==> src/rtl/draw_pkg.sv <==
// Shared definitions for the square drawing path.
// Contents:
//   - request size codes (2-bit) and the side length each code selects
//   - draw controller state encoding
//   - side_of(): size code -> side length in pixels (0 for the null code)
package draw_pkg;

   localparam logic [1:0] SIZE_SMALL  = 2'd0;
   localparam logic [1:0] SIZE_MEDIUM = 2'd1;
   localparam logic [1:0] SIZE_BIG    = 2'd2;
   localparam logic [1:0] SIZE_NULL   = 2'd3;

   localparam logic [4:0] SIDE_SMALL  = 5'd4;
   localparam logic [4:0] SIDE_MEDIUM = 5'd10;
   localparam logic [4:0] SIDE_BIG    = 5'd20;

   typedef enum logic [1:0] {
      StIdle = 2'd0,
      StDraw = 2'd1,
      StDone = 2'd2
   } draw_state_e;

   function automatic logic [4:0] side_of(input logic [1:0] size);
      logic [4:0] side;
      unique case (size)
         SIZE_SMALL:  side = SIDE_SMALL;
         SIZE_MEDIUM: side = SIDE_MEDIUM;
         SIZE_BIG:    side = SIDE_BIG;
         default:     side = 5'd0;
      endcase
      return side;
   endfunction

endpackage

==> src/rtl/square_scan.sv <==
// Column/row scan counter for a square of runtime side length.
// Ports:
//   clk_i, rst_ni   clock, asynchronous active-low reset
//   side_i          side length N (5-bit); must be stable while advancing
//   clear_i         force col=row=0 (has priority over advance_i)
//   advance_i       step one pixel, row-major, col fastest
//   col_o, row_o    current pixel offsets, always within 0..N-1
//   last_o          current pixel is the final one (col==N-1 && row==N-1)
module square_scan (
   input  logic       clk_i,
   input  logic       rst_ni,
   input  logic [4:0] side_i,
   input  logic       clear_i,
   input  logic       advance_i,
   output logic [4:0] col_o,
   output logic [4:0] row_o,
   output logic       last_o
);

   logic [4:0] col_q, col_d;
   logic [4:0] row_q, row_d;
   logic [4:0] side_m1;
   logic       col_end;
   logic       row_end;

   assign side_m1 = side_i - 5'd1;
   assign col_end = (col_q == side_m1);
   assign row_end = (row_q == side_m1);

   always_comb begin
      col_d = col_q;
      row_d = row_q;
      if (clear_i) begin
         col_d = 5'd0;
         row_d = 5'd0;
      end else if (advance_i) begin
         if (col_end) begin
            col_d = 5'd0;
            // Fold back to the origin after the final pixel so row never reaches N.
            row_d = row_end ? 5'd0 : row_q + 5'd1;
         end else begin
            col_d = col_q + 5'd1;
         end
      end
   end

   always_ff @(posedge clk_i or negedge rst_ni) begin
      if (!rst_ni) begin
         col_q <= 5'd0;
         row_q <= 5'd0;
      end else begin
         col_q <= col_d;
         row_q <= row_d;
      end
   end

   assign col_o  = col_q;
   assign row_o  = row_q;
   assign last_o = col_end && row_end;

endmodule

==> src/rtl/square_draw_ctrl.sv <==
// Square draw controller: accepts one draw request (origin, size, colour) via
// valid/ready, scans every pixel of the square one per cycle and drives the VGA
// adapter write port, suppressing plots that fall off screen. Pulses done once
// the square is finished.
// Ports:
//   clock, resetn                 clock, asynchronous active-low reset
//   req_valid/req_ready           request handshake (ready only while idle)
//   req_x, req_y                  top-left origin of the square
//   req_size                      0=4x4, 1=10x10, 2=20x20, 3=null (no pixels)
//   req_colour                    fill colour
//   vga_x, vga_y, vga_colour      pixel to write
//   vga_plot                      write strobe, only for on-screen pixels
//   busy                          drawing or finishing
//   done                          one-cycle pulse on completion
// All outputs depend on registered state only.
module square_draw_ctrl
   import draw_pkg::*;
#(
   parameter int unsigned SCREEN_W = 160,
   parameter int unsigned SCREEN_H = 120,
   parameter int unsigned X_W      = 8,
   parameter int unsigned Y_W      = 7,
   parameter int unsigned COLOUR_W = 3
) (
   input  logic                clock,
   input  logic                resetn,
   input  logic                req_valid,
   output logic                req_ready,
   input  logic [X_W-1:0]      req_x,
   input  logic [Y_W-1:0]      req_y,
   input  logic [1:0]          req_size,
   input  logic [COLOUR_W-1:0] req_colour,
   output logic [X_W-1:0]      vga_x,
   output logic [Y_W-1:0]      vga_y,
   output logic [COLOUR_W-1:0] vga_colour,
   output logic                vga_plot,
   output logic                busy,
   output logic                done
);

   localparam logic [X_W:0] XLim = (X_W+1)'(SCREEN_W);
   localparam logic [Y_W:0] YLim = (Y_W+1)'(SCREEN_H);

   draw_state_e         state_q, state_d;
   logic [X_W-1:0]      origin_x_q, origin_x_d;
   logic [Y_W-1:0]      origin_y_q, origin_y_d;
   logic [1:0]          size_q, size_d;
   logic [COLOUR_W-1:0] colour_q, colour_d;

   logic                accept;
   logic [4:0]          col;
   logic [4:0]          row;
   logic                last;
   logic [X_W:0]        x_sum;
   logic [Y_W:0]        y_sum;

   assign accept = req_valid && (state_q == StIdle);

   square_scan u_scan (
      .clk_i     (clock),
      .rst_ni    (resetn),
      .side_i    (side_of(size_q)),
      .clear_i   (accept),
      .advance_i (state_q == StDraw),
      .col_o     (col),
      .row_o     (row),
      .last_o    (last)
   );

   // One extra bit so an origin near the top of the coordinate range cannot wrap
   // back on screen.
   assign x_sum = (X_W+1)'(origin_x_q) + (X_W+1)'(col);
   assign y_sum = (Y_W+1)'(origin_y_q) + (Y_W+1)'(row);

   always_comb begin
      state_d    = state_q;
      origin_x_d = origin_x_q;
      origin_y_d = origin_y_q;
      size_d     = size_q;
      colour_d   = colour_q;
      unique case (state_q)
         StIdle: begin
            if (req_valid) begin
               origin_x_d = req_x;
               origin_y_d = req_y;
               size_d     = req_size;
               colour_d   = req_colour;
               state_d    = (req_size == SIZE_NULL) ? StDone : StDraw;
            end
         end
         StDraw: begin
            if (last) state_d = StDone;
         end
         StDone: state_d = StIdle;
         default: state_d = StIdle;
      endcase
   end

   always_ff @(posedge clock or negedge resetn) begin
      if (!resetn) begin
         state_q    <= StIdle;
         origin_x_q <= '0;
         origin_y_q <= '0;
         size_q     <= '0;
         colour_q   <= '0;
      end else begin
         state_q    <= state_d;
         origin_x_q <= origin_x_d;
         origin_y_q <= origin_y_d;
         size_q     <= size_d;
         colour_q   <= colour_d;
      end
   end

   always_comb begin
      req_ready  = (state_q == StIdle);
      busy       = (state_q == StDraw) || (state_q == StDone);
      done       = (state_q == StDone);
      vga_x      = '0;
      vga_y      = '0;
      vga_colour = '0;
      vga_plot   = 1'b0;
      if (state_q == StDraw) begin
         vga_x      = x_sum[X_W-1:0];
         vga_y      = y_sum[Y_W-1:0];
         vga_colour = colour_q;
         vga_plot   = (x_sum < XLim) && (y_sum < YLim);
      end
   end

endmodule

==> config.mk <==
export PLATFORM = sky130hd
export DESIGN_NAME = square_draw_ctrl
export DESIGN_NICKNAME = d
export VERILOG_FILES = /design/src/rtl/draw_pkg.sv /design/src/rtl/square_scan.sv /design/src/rtl/square_draw_ctrl.sv
export SDC_FILE = /design/constraint.sdc
export NUM_CORES = 1
export LEC_CHECK = 0
export CAP_MARGIN = 10
export CORE_MARGIN = 5
export CORE_UTILIZATION = 40
export DETAILED_ROUTE_END_ITERATION = 12
export PLACE_DENSITY_LB_ADDON = 0.05
export SYNTH_ARGS = -nofsm -noshare
export SYNTH_HDL_FRONTEND = slang
export SYNTH_HIERARCHICAL = 1
export SYNTH_SLANG_ARGS = --single-unit
==> constraint.sdc <==
create_clock -name clock -period 3.4 [get_ports clock]
set_input_delay 0.68 -clock clock [delete_from_list [all_inputs] [get_ports clock]]
set_output_delay 0.68 -clock clock [all_outputs]
set_load 0.03 [all_outputs]
After elaboration in Yosys (flattened, before gate mapping). Index checks and enable logic that the tools add are counted.

Add/subtract/negate cells: 5. Eq/ne operators: 9. Magnitude comparators: 2. Reductions and logical operators: 11. Mux-type cells: 16.

Operator list (number): $mux W5 (7); $pmux W5 S3 (1); $add A5 B1 Y5 const B (2); $eq A5 B5 Y1 (2); $add A8 B5 Y9 (1); $lt A9 B8 Y1 const B (1); $add A7 B5 Y8 (1); $lt A8 B7 Y1 const B (1); $mux W8 (1); $mux W7 (1); $eq A2 B2 Y1 const B (3); $mux W2 (3); $reduce_and A2 Y1 (3); $sub A5 B1 Y5 const B (1); $eq A2 B1 Y1 const B (2); $logic_not A2 Y1 (2); $ne A2 B2 Y1 const B (2); $pmux W2 S2 (1); $reduce_bool A2 Y1 (2); $logic_and A1 B1 Y1 (3); $mux W3 (1); $logic_or A1 B1 Y1 (1); $mux W1 (1).

Flip-flop bits (word level): 32. Bits of input ports: 23.

Logic depth before layout (Yosys ltp). Gate-level depths: netlist of the first run.

Depth in word-level cells: 8. Mapped depth: 12. Depth with buffers taken out: 12.

By module. Netlist of the first run, hierarchy kept.

By module, submodules not included: square_draw_ctrl (area each 1519.0 um^2, times used 1, sequential area each 550.5 um^2, cells each 150); square_scan (area each 874.6 um^2, times used 1, sequential area each 250.2 um^2, cells each 98).

Worst setup path before layout of the first run. Ideal clock, no wire load.

Kind: flip-flop to output port. Start point: reg u_scan.col_q[0] (netlist: u_scan/col_o[0]). End point: out vga_plot. Slack: 386 ps. Data required time: 2720 ps. Cell stages (with the launch flop): 8. Path buffers: 0. Arrival: 2334 ps. Path through: dfrtp_1 > ha_1 > fa_1 > a21oi_1 > nand4_1 > o311ai_0 > o21ai_0 > a311oi_1.

Cells in the longest elaborated chain, start to end: 4.

Ends and longest elaborated chain: start, declared (line square_scan.sv:20) `logic [4:0] col_q, col_d;`; start signal, assigned (line square_scan.sv:52) `col_q <= col_d;`; $add A8 B5 Y9 (line square_draw_ctrl.sv:72) `assign x_sum = (X_W+1)'(origin_x_q) + (X_W+1)'(col);`; $lt A9 B8 Y1 (line square_draw_ctrl.sv:127) `vga_plot = (x_sum < XLim) && (y_sum < YLim);`; $logic_and A1 B1 Y1 (line square_draw_ctrl.sv:127); $mux W1 (line square_draw_ctrl.sv:123) `if (state_q == StDraw) begin`; end, declared (line square_draw_ctrl.sv:36) `output logic vga_plot,`.

Every way passes these cells.

Worst setup path in the final report of the first run.
Start point: reg origin_x_q[0]. End point: out vga_x[6].

Cells in the longest elaborated chain, start to end: 2.

Ends and longest elaborated chain: start, declared (line square_draw_ctrl.sv:45) `logic [X_W-1:0] origin_x_q, origin_x_d;`; start signal, assigned (line square_draw_ctrl.sv:108) `origin_x_q <= origin_x_d;`; $add A8 B5 Y9 (line square_draw_ctrl.sv:72); $mux W8 (line square_draw_ctrl.sv:123); end, declared (line square_draw_ctrl.sv:33) `output logic [X_W-1:0] vga_x,`.

Every way passes these cells.

==> results of run 1 <==
## cells in the final DEF (no fill, tap or decap), drive strengths merged, types with 4 or more instances in the layout
cell type	count
a21oi	8
buf	13
clkbuf	6
xor2	7
nor2b	10
o21ai	16
nand2	14
mux2	18
nand3	6
ha	16
dfrtp	32
inv	15
nor3	4
nor2	10
dlymetal6s2s	5
and2	12
nand2b	5
nor3b	6
conb	4
clkdlybuf4s50	36
xnor2	9
## cells by family (layout without fill, tap and decap cells)
| logic type | count (synthesis) | in the layout | share of synthesized area (%) |
|---|---|---|---|
| muxes | 19 | 19 | 8.89 |
| adders and majority gates | 18 | 18 | 10.0 |
| DFF | 32 | 32 | 33.5 |
| AOI/OAI and AO/OA | 55 | 55 | 16.0 |
| xor gates and xnor gates | 18 | 18 | 7.74 |
| and+or+nand+nor | 82 | 82 | 20.0 |
| other | 1 | 4 | 0.157 |
| buffers and inverters | 23 | 77 | 3.71 |
## worst register-to-register path, delay by kind of cell (launching register included)
| kind | cells | cell delay (ps) |
|---|---|---|
| AO/OA/AOI/OAI | 3 | 720 |
| buffers and inverters | 3 | 470 |
| flip-flops | 1 | 380 |
| adder cells (fa/ha/maj) | 1 | 240 |
| XOR/XNOR | 1 | 140 |
| AND/OR/NAND/NOR | 4 | 490 |
## cell usage after synthesis, types with 2 or more instances
cell type	count	share of area [%]
xnor2_1	9	3.3
nand2b_1	5	1.3
o21a_1	2	0.63
buf_2	2	0.42
ha_1	16	8.4
or3_1	3	0.78
o211ai_1	2	0.63
o22ai_1	2	0.52
o2111ai_1	3	1.1
nand3_1	6	1.3
o21ai_0	16	3.3
nor3_1	3	0.63
nor3b_1	5	1.6
clkbuf_1	6	0.94
o31ai_1	2	0.63
dfrtp_1	32	33
nor4_1	2	0.52
nand4_1	3	0.78
inv_1	15	2.4
fa_1	2	1.7
nand2_1	14	2.2
a21oi_1	8	1.7
xor2_1	7	2.6
o21bai_1	2	0.63
a31oi_1	3	0.78
a22oi_1	2	0.63
a21o_1	2	0.63
mux2_2	18	8.5
nor2b_1	9	2.4
nor2_1	10	1.6
and3_1	2	0.52
xnor3_1	2	1.9
and2_1	12	3.1
## repair_timing
item	CTS	global route
pin swaps	0	0
setup endpoints to repair	4	7
gates resized for setup	4	9
## per-stage QoR
step	power (W)	setup WS, ps
4_1_cts	0.00261	12.1
6_report	0.00257	203
3_5_place_dp	0.00235	90.7
3_3_place_gp	0.00233	136
5_1_grt	0.00279	5.40
2_1_floorplan	0.00183	386
## layout make-up
| cell class | instances | area [um2] | area share, % |
|---|---|---|---|
| Clock buffer | 5 | 68.8 | 2.23 |
| Inverter | 15 | 56.3 | 1.83 |
| Multi-Input combinational cell | 196 | 1520 | 49.2 |
| Sequential cell | 32 | 802 | 26.0 |
| Tap cell | 75 | 93.8 | 3.05 |
| Timing Repair Buffer | 57 | 544 | 17.7 |
## final timing paths
path | cells past startpoint | endpoint | startpoint
setup / recovery | 8 | vga_x[6] | origin_x_q[0]
hold / removal | 1 | colour_q[1] | colour_q[1]
setup reg to reg | 12 | state_q[0] | size_q[0]
hold reg to reg | 1 | colour_q[1] | colour_q[1]
max in group asynchronous | 2 | u_scan/row_o[2] | resetn
min in group asynchronous | 2 | origin_y_q[6] | resetn
## layer usage
layer,vias to the layer above,global-route usage [%]
met5,-,0
met4,0,4.18
met3,7,3.50
met2,40,25.4
met1,913,19.7
li1,997,-
## power groups by stage
| stage | sequential (W) | clock (W) | combinational, W |
|---|---|---|---|
| 6_report | 0.000669 | 0.000254 | 0.00165 |
| 5_1_grt | 0.000692 | 0.000292 | 0.00181 |
| 4_1_cts | 0.000669 | 0.000270 | 0.00167 |
| 3_5_place_dp | 0.000677 | 0 | 0.00167 |
| 3_3_place_gp | 0.000671 | 0 | 0.00166 |
| 2_1_floorplan | 0.000653 | 0 | 0.00118 |
## state kept, by name (all words and copies together) (netlist names)
register      count
state_q           2
origin_x_q        8
size_q            2
u_scan/row_o      5
origin_y_q        7
colour_q          3
u_scan/col_o      5
==> flow_metrics.tcl, run 1 <==
set metrics [dict create \
    detailedRoute.firstIterationViolations 70 \
    postSynthCellCount 248 \
    cts_tree "yes" \
    buffer_ports.inserted 44 \
    synth_area_um2 2390 \
    slowest_delay_ps 410 \
    cp_slowest_cell "fa_1" \
    timing.clock.skew_ps 3.56 \
    place_congestion 0.814 \
    endpoint_kind "output pin" \
    switchingPower_w 0.00112 \
    design_area_um2 3080 \
    syn_area_per_cell_um2 9.65 \
    power_leakage_nw 1.41 \
    grt_pass1_wl_um 9170 \
    die_x_um 87.4 \
    detail_route.vias_per_cell 5.15 \
    post-route-min-period_ps 3200 \
    rows 28 \
    critical_path_buf_inv_count 1 \
    filler_cell_count 547 \
    postSynthRegisterBits 32 \
    cts_made_buffers 5 \
    final_report_max_slew_violation_count 0 \
    drv.max_cap_violation_count 0 \
    ys_warn_count 6 \
    number_of_buffers_added_to_fix_hold_violations_after_cts 0 \
    fraction_of_registers_with_async_set_or_reset_after_synthesis_pct 100 \
    critical_path_peak_fanout 3 \
    detailroute.wirelength.met3_um 267 \
    cts.root.buffer_cell "clkbuf_8" \
    total_detailed_routing_wirelength_um 5440 \
    totalNegativeSetupSlack_ps 0 \
    dpl.cell_count 375 \
    first_global_vias 1942 \
    final_core_util_pct 52.3 \
    routed-via-count 1957 \
    global_route.overflow_total 0 \
    pwr-share-seq_pct 26.0 \
    grt.total_usage_pct 15.2 \
    internal-power_w 0.00145 \
    synth_cell_type_count 54 \
    io-pin-count 45 \
    die_area_um2 7630 \
    synth-seq-area-share_pct 33.5 \
    die_height_um 87.4 \
    clock-sinks 32 \
    crit_arrival_ps 2520 \
    hold-worst-slack_ps 501 \
    setup.reg_to_reg.worst_slack_ps 850 \
    final_hold_viols 0 \
    clk_transition_reported_paths_ps 60 \
    ys_dominant_reg_cell "dfrtp_1" \
    grt_antenna_before_repair 0 \
    power.switching_fraction_pct 43.5 \
    critPathTopFamily "adder cells" \
    stdcell_count 380 \
    finalSetupViolCount 0 \
    final_layout_size_suffix_gt1_share_pct 15.4 \
    vdd_drop_max_mv 0.456 \
    postPlaceCellArea_um2 3000 \
    insertedDiodeCount 0 \
    routedLengthMet1_um 2560 \
    core_region_area_um2 5890 \
    critical_path_cell_sequence "ha_1, fa_1, a21oi_1, o21ai_0, o21ai_0, xnor2_1, and2_1, clkdlybuf4s15_1" \
    drt.antenna.violating_nets 0 \
    postCtsSetupBuffers 0 \
    final.period_utilization_pct 94.0 \
    power.clock.fraction_pct 9.9 \
    post-route-drc-count 0 \
    timing.hold.worst.class "register to register" \
    grt_setup_unrepaired "false" \
    area_growth_syn_to_layout_pct 28.7 \
    power_per_unit_of_standard_cell_area_nw_per_um2 834 \
    initial_utilization_pct 40.7 \
    clkLatencyLatePin_ps 280 \
    grt_max_degree 33 \
    synth_enable_flop_cells 0 \
    dp_hpwl_um 4160 \
    top_layer "met4" \
    worst_setup_path_start_kind "register" \
    max_freq_mhz 313 \
    wl_per_cell_um 14.3 \
    crit_required_ps 2720 \
    share_comb_of_total_power_pct 64.1 \
    wl_met2_um 2550 \
    finalNetCount 348 \
    cts.htree.levels 2 \
    cts_max_path_buffers 2 \
    crit_type "register to output pin" \
    drt_pass1_iterations 4 \
    critical_path.most_common_cell "o21ai_0" \
    outcome "complete, no violations" \
]
Power figures use the tool's default switching activity.
==> inputs of run 2 (changes only) <==
--- a/config.mk
+++ b/config.mk
@@ -6,7 +6,7 @@
 export NUM_CORES = 1
 export LEC_CHECK = 0
 export CAP_MARGIN = 10
-export CORE_MARGIN = 5
+export CORE_MARGIN = 2
 export CORE_UTILIZATION = 40
 export DETAILED_ROUTE_END_ITERATION = 12
 export PLACE_DENSITY_LB_ADDON = 0.05
==> constraint.sdc (replaced) <==
create_clock -name clock -period 3.37 [get_ports clock]
set_input_delay 0.674 -clock clock [delete_from_list [all_inputs] [get_ports clock]]
set_output_delay 0.674 -clock clock [all_outputs]
set_load 0.03 [all_outputs]
==> flow_metrics.tcl, run 2 (synthesis results as in run 1) <==
set metrics [dict create \
    grt_pass1_wl_um 9050 \
    crit_required_ps 2700 \
    endpoint_kind "output pin" \
    filler_cell_count 562 \
    finalSetupViolCount 0 \
    routed-via-count 1990 \
    core_region_area_um2 5850 \
    hold-worst-slack_ps 506 \
    placement.setup.worst_slack_ps 70.9 \
    die_height_um 81.4 \
    setup.worst_path.start "origin_y_q[0]" \
    hold_start "colour_q[1]" \
    crit_arrival_ps 2530 \
    postCtsSetupBuffers 0 \
    global_route.overflow_total 0 \
    first_global_vias 1871 \
    clk_transition_reported_paths_ps 70 \
    wl_per_cell_um 14.1 \
    final_layout_size_suffix_gt1_share_pct 17.3 \
    most_frequent_cells_in_the_layout "clkdlybuf4s50_1 (38), dfrtp_1 (32), mux2_2 (18), buf_4 (17)" \
    timing.clock.skew_ps 5.72 \
    cts.htree.levels 2 \
    vdd_drop_max_mv 0.451 \
    final.period_utilization_pct 95.2 \
    insertedDiodeCount 0 \
    cts.root.buffer_cell "clkbuf_8" \
    final_report_max_slew_violation_count 0 \
    critical_path_peak_fanout 3 \
    grt_antenna_before_repair 0 \
    largest_register_ffs 8 \
    total_detailed_routing_wirelength_um 5450 \
    initial_utilization_pct 40.9 \
    dpl.cell_count 379 \
    max_freq_mhz 312 \
    dp_hpwl_um 3980 \
    timing.hold.worst.class "register to register" \
    power_leakage_nw 1.41 \
    number_of_buffers_added_to_fix_hold_violations_after_cts 0 \
    register_name_with_the_most_flops "origin_x_q" \
    totalNegativeSetupSlack_ps 0 \
    die_area_um2 6620 \
    slew_headroom_pct 61.2 \
    drv.max_cap_violation_count 0 \
    grt.total_usage_pct 17.9 \
    clkLatencyLatePin_ps 280 \
    stdcell_count 387 \
    post-route-drc-count 0 \
    power.switching_fraction_pct 42.3 \
    buffer_ports.inserted 44 \
    outcome "complete, no violations" \
    largest_registers "origin_x_q (8), origin_y_q (7)" \
    crit_type "register to output pin" \
    final_critical_path_setup_slack_ps 161 \
    worst_pin_slew_ps 581 \
    cts_tree "yes" \
    clock-sinks 32 \
    area_growth_syn_to_layout_pct 31.7 \
    post-route-min-period_ps 3210 \
    place_congestion 0.792 \
    drt.antenna.violating_nets 0 \
    drt_pass1_iterations 4 \
    rows 28 \
    layout.cells.most_common "clkdlybuf4s50_1" \
    die_x_um 81.4 \
    io-pin-count 45 \
    finalNetCount 352 \
    worst_setup_path_start_kind "register" \
    power_per_unit_of_standard_cell_area_nw_per_um2 874 \
    detailedRoute.firstIterationViolations 133 \
    detail_route.vias_per_cell 5.14 \
    switchingPower_w 0.00117 \
    pwr-share-seq_pct 24.3 \
    post_cts_resize_count 4 \
    cts_max_path_buffers 2 \
    grt_setup_unrepaired "false" \
    worst_r2r_startpoint "size_q[0]" \
    final_core_util_pct 53.9 \
    power.clock.fraction_pct 14.9 \
    share_comb_of_total_power_pct 60.8 \
    internal-power_w 0.00159 \
    grt_max_degree 33 \
    cts_made_buffers 5 \
    final_hold_viols 0 \
]
[run 2: cell count changes in the layout (fill, tap and decap cells not counted), moves of 2 or more]
cell	before	now
clkdlybuf4s50_1	36	38
clkbuf_8	5	7
buf_4	13	17
dlymetal6s2s_1	5	2
[run 2: per-stage QoR]
stage / cell area, um2 / power, W
after global placement: 3030 / 0.00236
after global routing: 3150 / 0.00300
final: 3150 / 0.00276
after floorplan: 2400 / 0.00185
after detailed placement: 3030 / 0.00236
after CTS: 3160 / 0.00278
[run 2: critical path, stage by stage, from the launching register on]
cell and delay [ps]:
dfrtp_1 350, ha_1 170, inv_1 60, fa_1 360, nor2b_1 210, o21a_1 140
nor3_1 50, nor3b_1 200, clkdlybuf4s50_1 700
[run 2: power by group through the flow]
| stage | Sequential [W] | Combinational, W | Clock [W] |
|---|---|---|---|
| after floorplan | 0.000659 | 0.00119 | 0 |
| after global placement | 0.000678 | 0.00168 | 0 |
| after detailed placement | 0.000679 | 0.00169 | 0 |
| after CTS | 0.000671 | 0.00169 | 0.000424 |
| after global routing | 0.000696 | 0.00186 | 0.000440 |
| final | 0.000669 | 0.00168 | 0.000411 |
[run 2: path summary, 6_finish.rpt]
path	to	slack, ps	cells past startpoint
max in group asynchronous	u_scan/col_o[1]	2270	2
hold / removal	colour_q[1]	510	1
setup reg to reg	state_q[0]	820	12
min in group asynchronous	origin_y_q[6]	790	2
hold reg to reg	colour_q[1]	510	1
setup / recovery	vga_y[4]	160	8
[run 2: layout make-up]
cell class / count / area (um2) / share of cell area [%]
well taps: 75 / 93.8 / 2.98
clock inverters: 1 / 30.0 / 0.952
flip-flops and latches: 32 / 801 / 25.4
repair buffers: 61 / 561 / 17.8
inverters: 15 / 56.3 / 1.79
multi-input cells: 196 / 1520 / 48.1
clock buffers: 7 / 96.3 / 3.06
[run 2: layer usage]
| layer | track usage (%) | vias up | routed length [um] |
|---|---|---|---|
| met5 | 0 | - | 0 |
| met4 | 6.10 | 0 | 66 |
| met3 | 3.56 | 6 | 215 |
| met2 | 27.5 | 33 | 2510 |
| met1 | 24.9 | 942 | 2660 |
| li1 | - | 1009 | - |
==> inputs of run 3 (changes only) <==
--- a/config.mk
+++ b/config.mk
@@ -9,6 +9,7 @@
 export CORE_MARGIN = 2
 export CORE_UTILIZATION = 40
 export DETAILED_ROUTE_END_ITERATION = 12
+export GPL_TIMING_DRIVEN = 0
 export PLACE_DENSITY_LB_ADDON = 0.05
 export SYNTH_ARGS = -nofsm -noshare
 export SYNTH_HDL_FRONTEND = slang
==> constraint.sdc (replaced) <==
create_clock -name clock -period 3.37 [get_ports clock]
set_input_delay 0.674 -clock clock [delete_from_list [all_inputs] [get_ports clock]]
set_output_delay 0.674 -clock clock [all_outputs]
set_load 0.05 [all_outputs]
==> flow_metrics.tcl, run 3 (synthesis results as in run 1) <==
set metrics [dict create \
    outcome "complete, no violations" \
    crit_required_ps 2700 \
    io-pin-count 45 \
    final_layout_size_suffix_gt1_share_pct 14.5 \
    largest_register_ffs 8 \
    buffer_ports.inserted 44 \
    detailedRoute.firstIterationViolations 95 \
    cts_tree "yes" \
    clk_transition_reported_paths_ps 70 \
    routed-via-count 1978 \
    slowest_delay_ps 500 \
    crit_arrival_ps 2550 \
    clock-sinks 32 \
    endpoint_kind "output pin" \
    grt.total_usage_pct 17.9 \
    final_hold_viols 0 \
    most_frequent_cells_in_the_layout "clkdlybuf4s50_1 (35), dfrtp_1 (32), mux2_2 (18), o21ai_0 (16), ha_1 (16)" \
    insertedDiodeCount 0 \
    slew_headroom_pct 49.3 \
    grt_max_degree 33 \
    final_report_max_slew_violation_count 0 \
    dp_hpwl_um 3970 \
    postCtsSetupBuffers 0 \
    cts.htree.levels 2 \
    cts_made_buffers 5 \
    drt.antenna.violating_nets 0 \
    initial_utilization_pct 40.9 \
    grt_setup_unrepaired "false" \
    power_leakage_nw 1.30 \
    timing.clock.skew_ps 8.18 \
    cts.root.buffer_cell "clkbuf_8" \
    max_freq_mhz 310 \
    global_route.overflow_total 0 \
    dpl.cell_count 370 \
    cts_max_path_buffers 2 \
    die_height_um 81.4 \
    vdd_drop_max_mv 0.431 \
    setup.worst_path.start "u_scan/col_o[0]" \
    largest_registers "origin_x_q (8), origin_y_q (7)" \
    wl_per_cell_um 14.2 \
    post-route-drc-count 0 \
    die_area_um2 6620 \
    stdcell_count 378 \
    power_per_unit_of_standard_cell_area_nw_per_um2 919 \
    worst_pin_slew_ps 761 \
    die_x_um 81.4 \
    final_core_util_pct 51.6 \
    timing.hold.worst.class "input pin to asynchronous set/reset pin" \
    filler_cell_count 557 \
    post-route-min-period_ps 3230 \
    drv.max_cap_violation_count 0 \
    cp_slowest_cell "clkdlybuf4s15_1" \
    layout.cells.most_common "clkdlybuf4s50_1" \
    rows 28 \
    clkLatencyLatePin_ps 280 \
    detail_route.vias_per_cell 5.23 \
    number_of_buffers_added_to_fix_hold_violations_after_cts 0 \
    first_global_vias 1834 \
    total_detailed_routing_wirelength_um 5370 \
    critical_path_cell_sequence "ha_1, fa_1, a21oi_1, o21ai_0, and3b_1, clkdlybuf4s15_1" \
    worst_r2r_startpoint "size_q[0]" \
    total_power_w 0.00278 \
    worst_setup_path_start_kind "register" \
    final.period_utilization_pct 95.7 \
    core_region_area_um2 5850 \
    finalNetCount 343 \
    grt_pass1_wl_um 9090 \
    critical_path_peak_fanout 6 \
    drt_pass1_iterations 4 \
    hold-worst-slack_ps 454 \
    grt_antenna_before_repair 0 \
    place_congestion 0.782 \
    area_growth_syn_to_layout_pct 26.1 \
    crit_type "register to output pin" \
    register_name_with_the_most_flops "origin_x_q" \
    finalSetupViolCount 0 \
]
-- run 3: cell types whose count changed in the layout (fill, tap and decap cells not counted), sizes merged --
| cell | previous run | this run |
|---|---|---|
| buf | 17 | 6 |
| dlygate4sd2 | 2 | 1 |
| clkdlybuf4s50 | 38 | 35 |
| dlymetal6s2s | 2 | 0 |
| clkinv | 0 | 1 |
| clkdlybuf4s15 | 0 | 1 |
| clkbuf | 9 | 15 |
-- run 3: metal layers --
layer,part of all wire [%],GRT usage (%),routed length [um]
met1,49,25.4,2620
met5,0,0,0
met2,44,27.5,2380
met3,5.9,4.11,319
met4,1.1,4.58,57
-- run 3: stage by stage --
stage / setup TNS [ps] / setup WS (ps) / instance area (um2)
floorplan: 0 / 36.6 / 2410
CTS: 0 / 20.0 / 3040
detailed placement: -258 / -159 / 2940
finish: 0 / 145 / 3020
global placement: -255 / -162 / 2950
global route: 0 / 2.98 / 3020
-- run 3: power breakdown --
group          total [W]  switching (W)  leakage [nW]  internal, W
Clock           0.000372       0.000152        0.0552     0.000220
Combinational    0.00170       0.000993         0.856     0.000712
Sequential      0.000700       0.000155         0.390     0.000544
-- run 3: layout make-up --
type	count	area (um2)	share of cell area, %
multi-input combinational	196	1520	50.4
sequential	32	801	26.5
timing repair buffer	44	407	13.5
tap	75	93.8	3.11
clock buffer	6	72.6	2.40
inverter	15	56.3	1.86
clock inverter	2	35.0	1.16
buffer	8	32.5	1.08
-- run 3: timing repair --
| item | in CTS | in global routing |
|---|---|---|
| cloned | 0 | 0 |
| gates resized for setup | 16 | 15 |
| setup endpoints to repair | 8 | 7 |
-- run 3: critical path: cells and delay by family (launching register included) --
family / cells / cell delay [ps]
and+or+nand+nor: 1 / 260
AOI/OAI and AO/OA: 2 / 400
adders and majority gates: 2 / 650
buffers and inverters: 1 / 500
DFF: 1 / 460
-- run 3: final timing paths --
path                                    to  slack, ps  cells past startpoint
min                          origin_y_q[2]        450                      1
min reg2reg                    colour_q[2]        500                      1
max                               vga_x[4]        140                      6
max reg2reg                     state_q[1]        480                     12
min in group clock             colour_q[2]        500                      1
max in group asynchronous  u_scan/col_o[4]       2430                      1
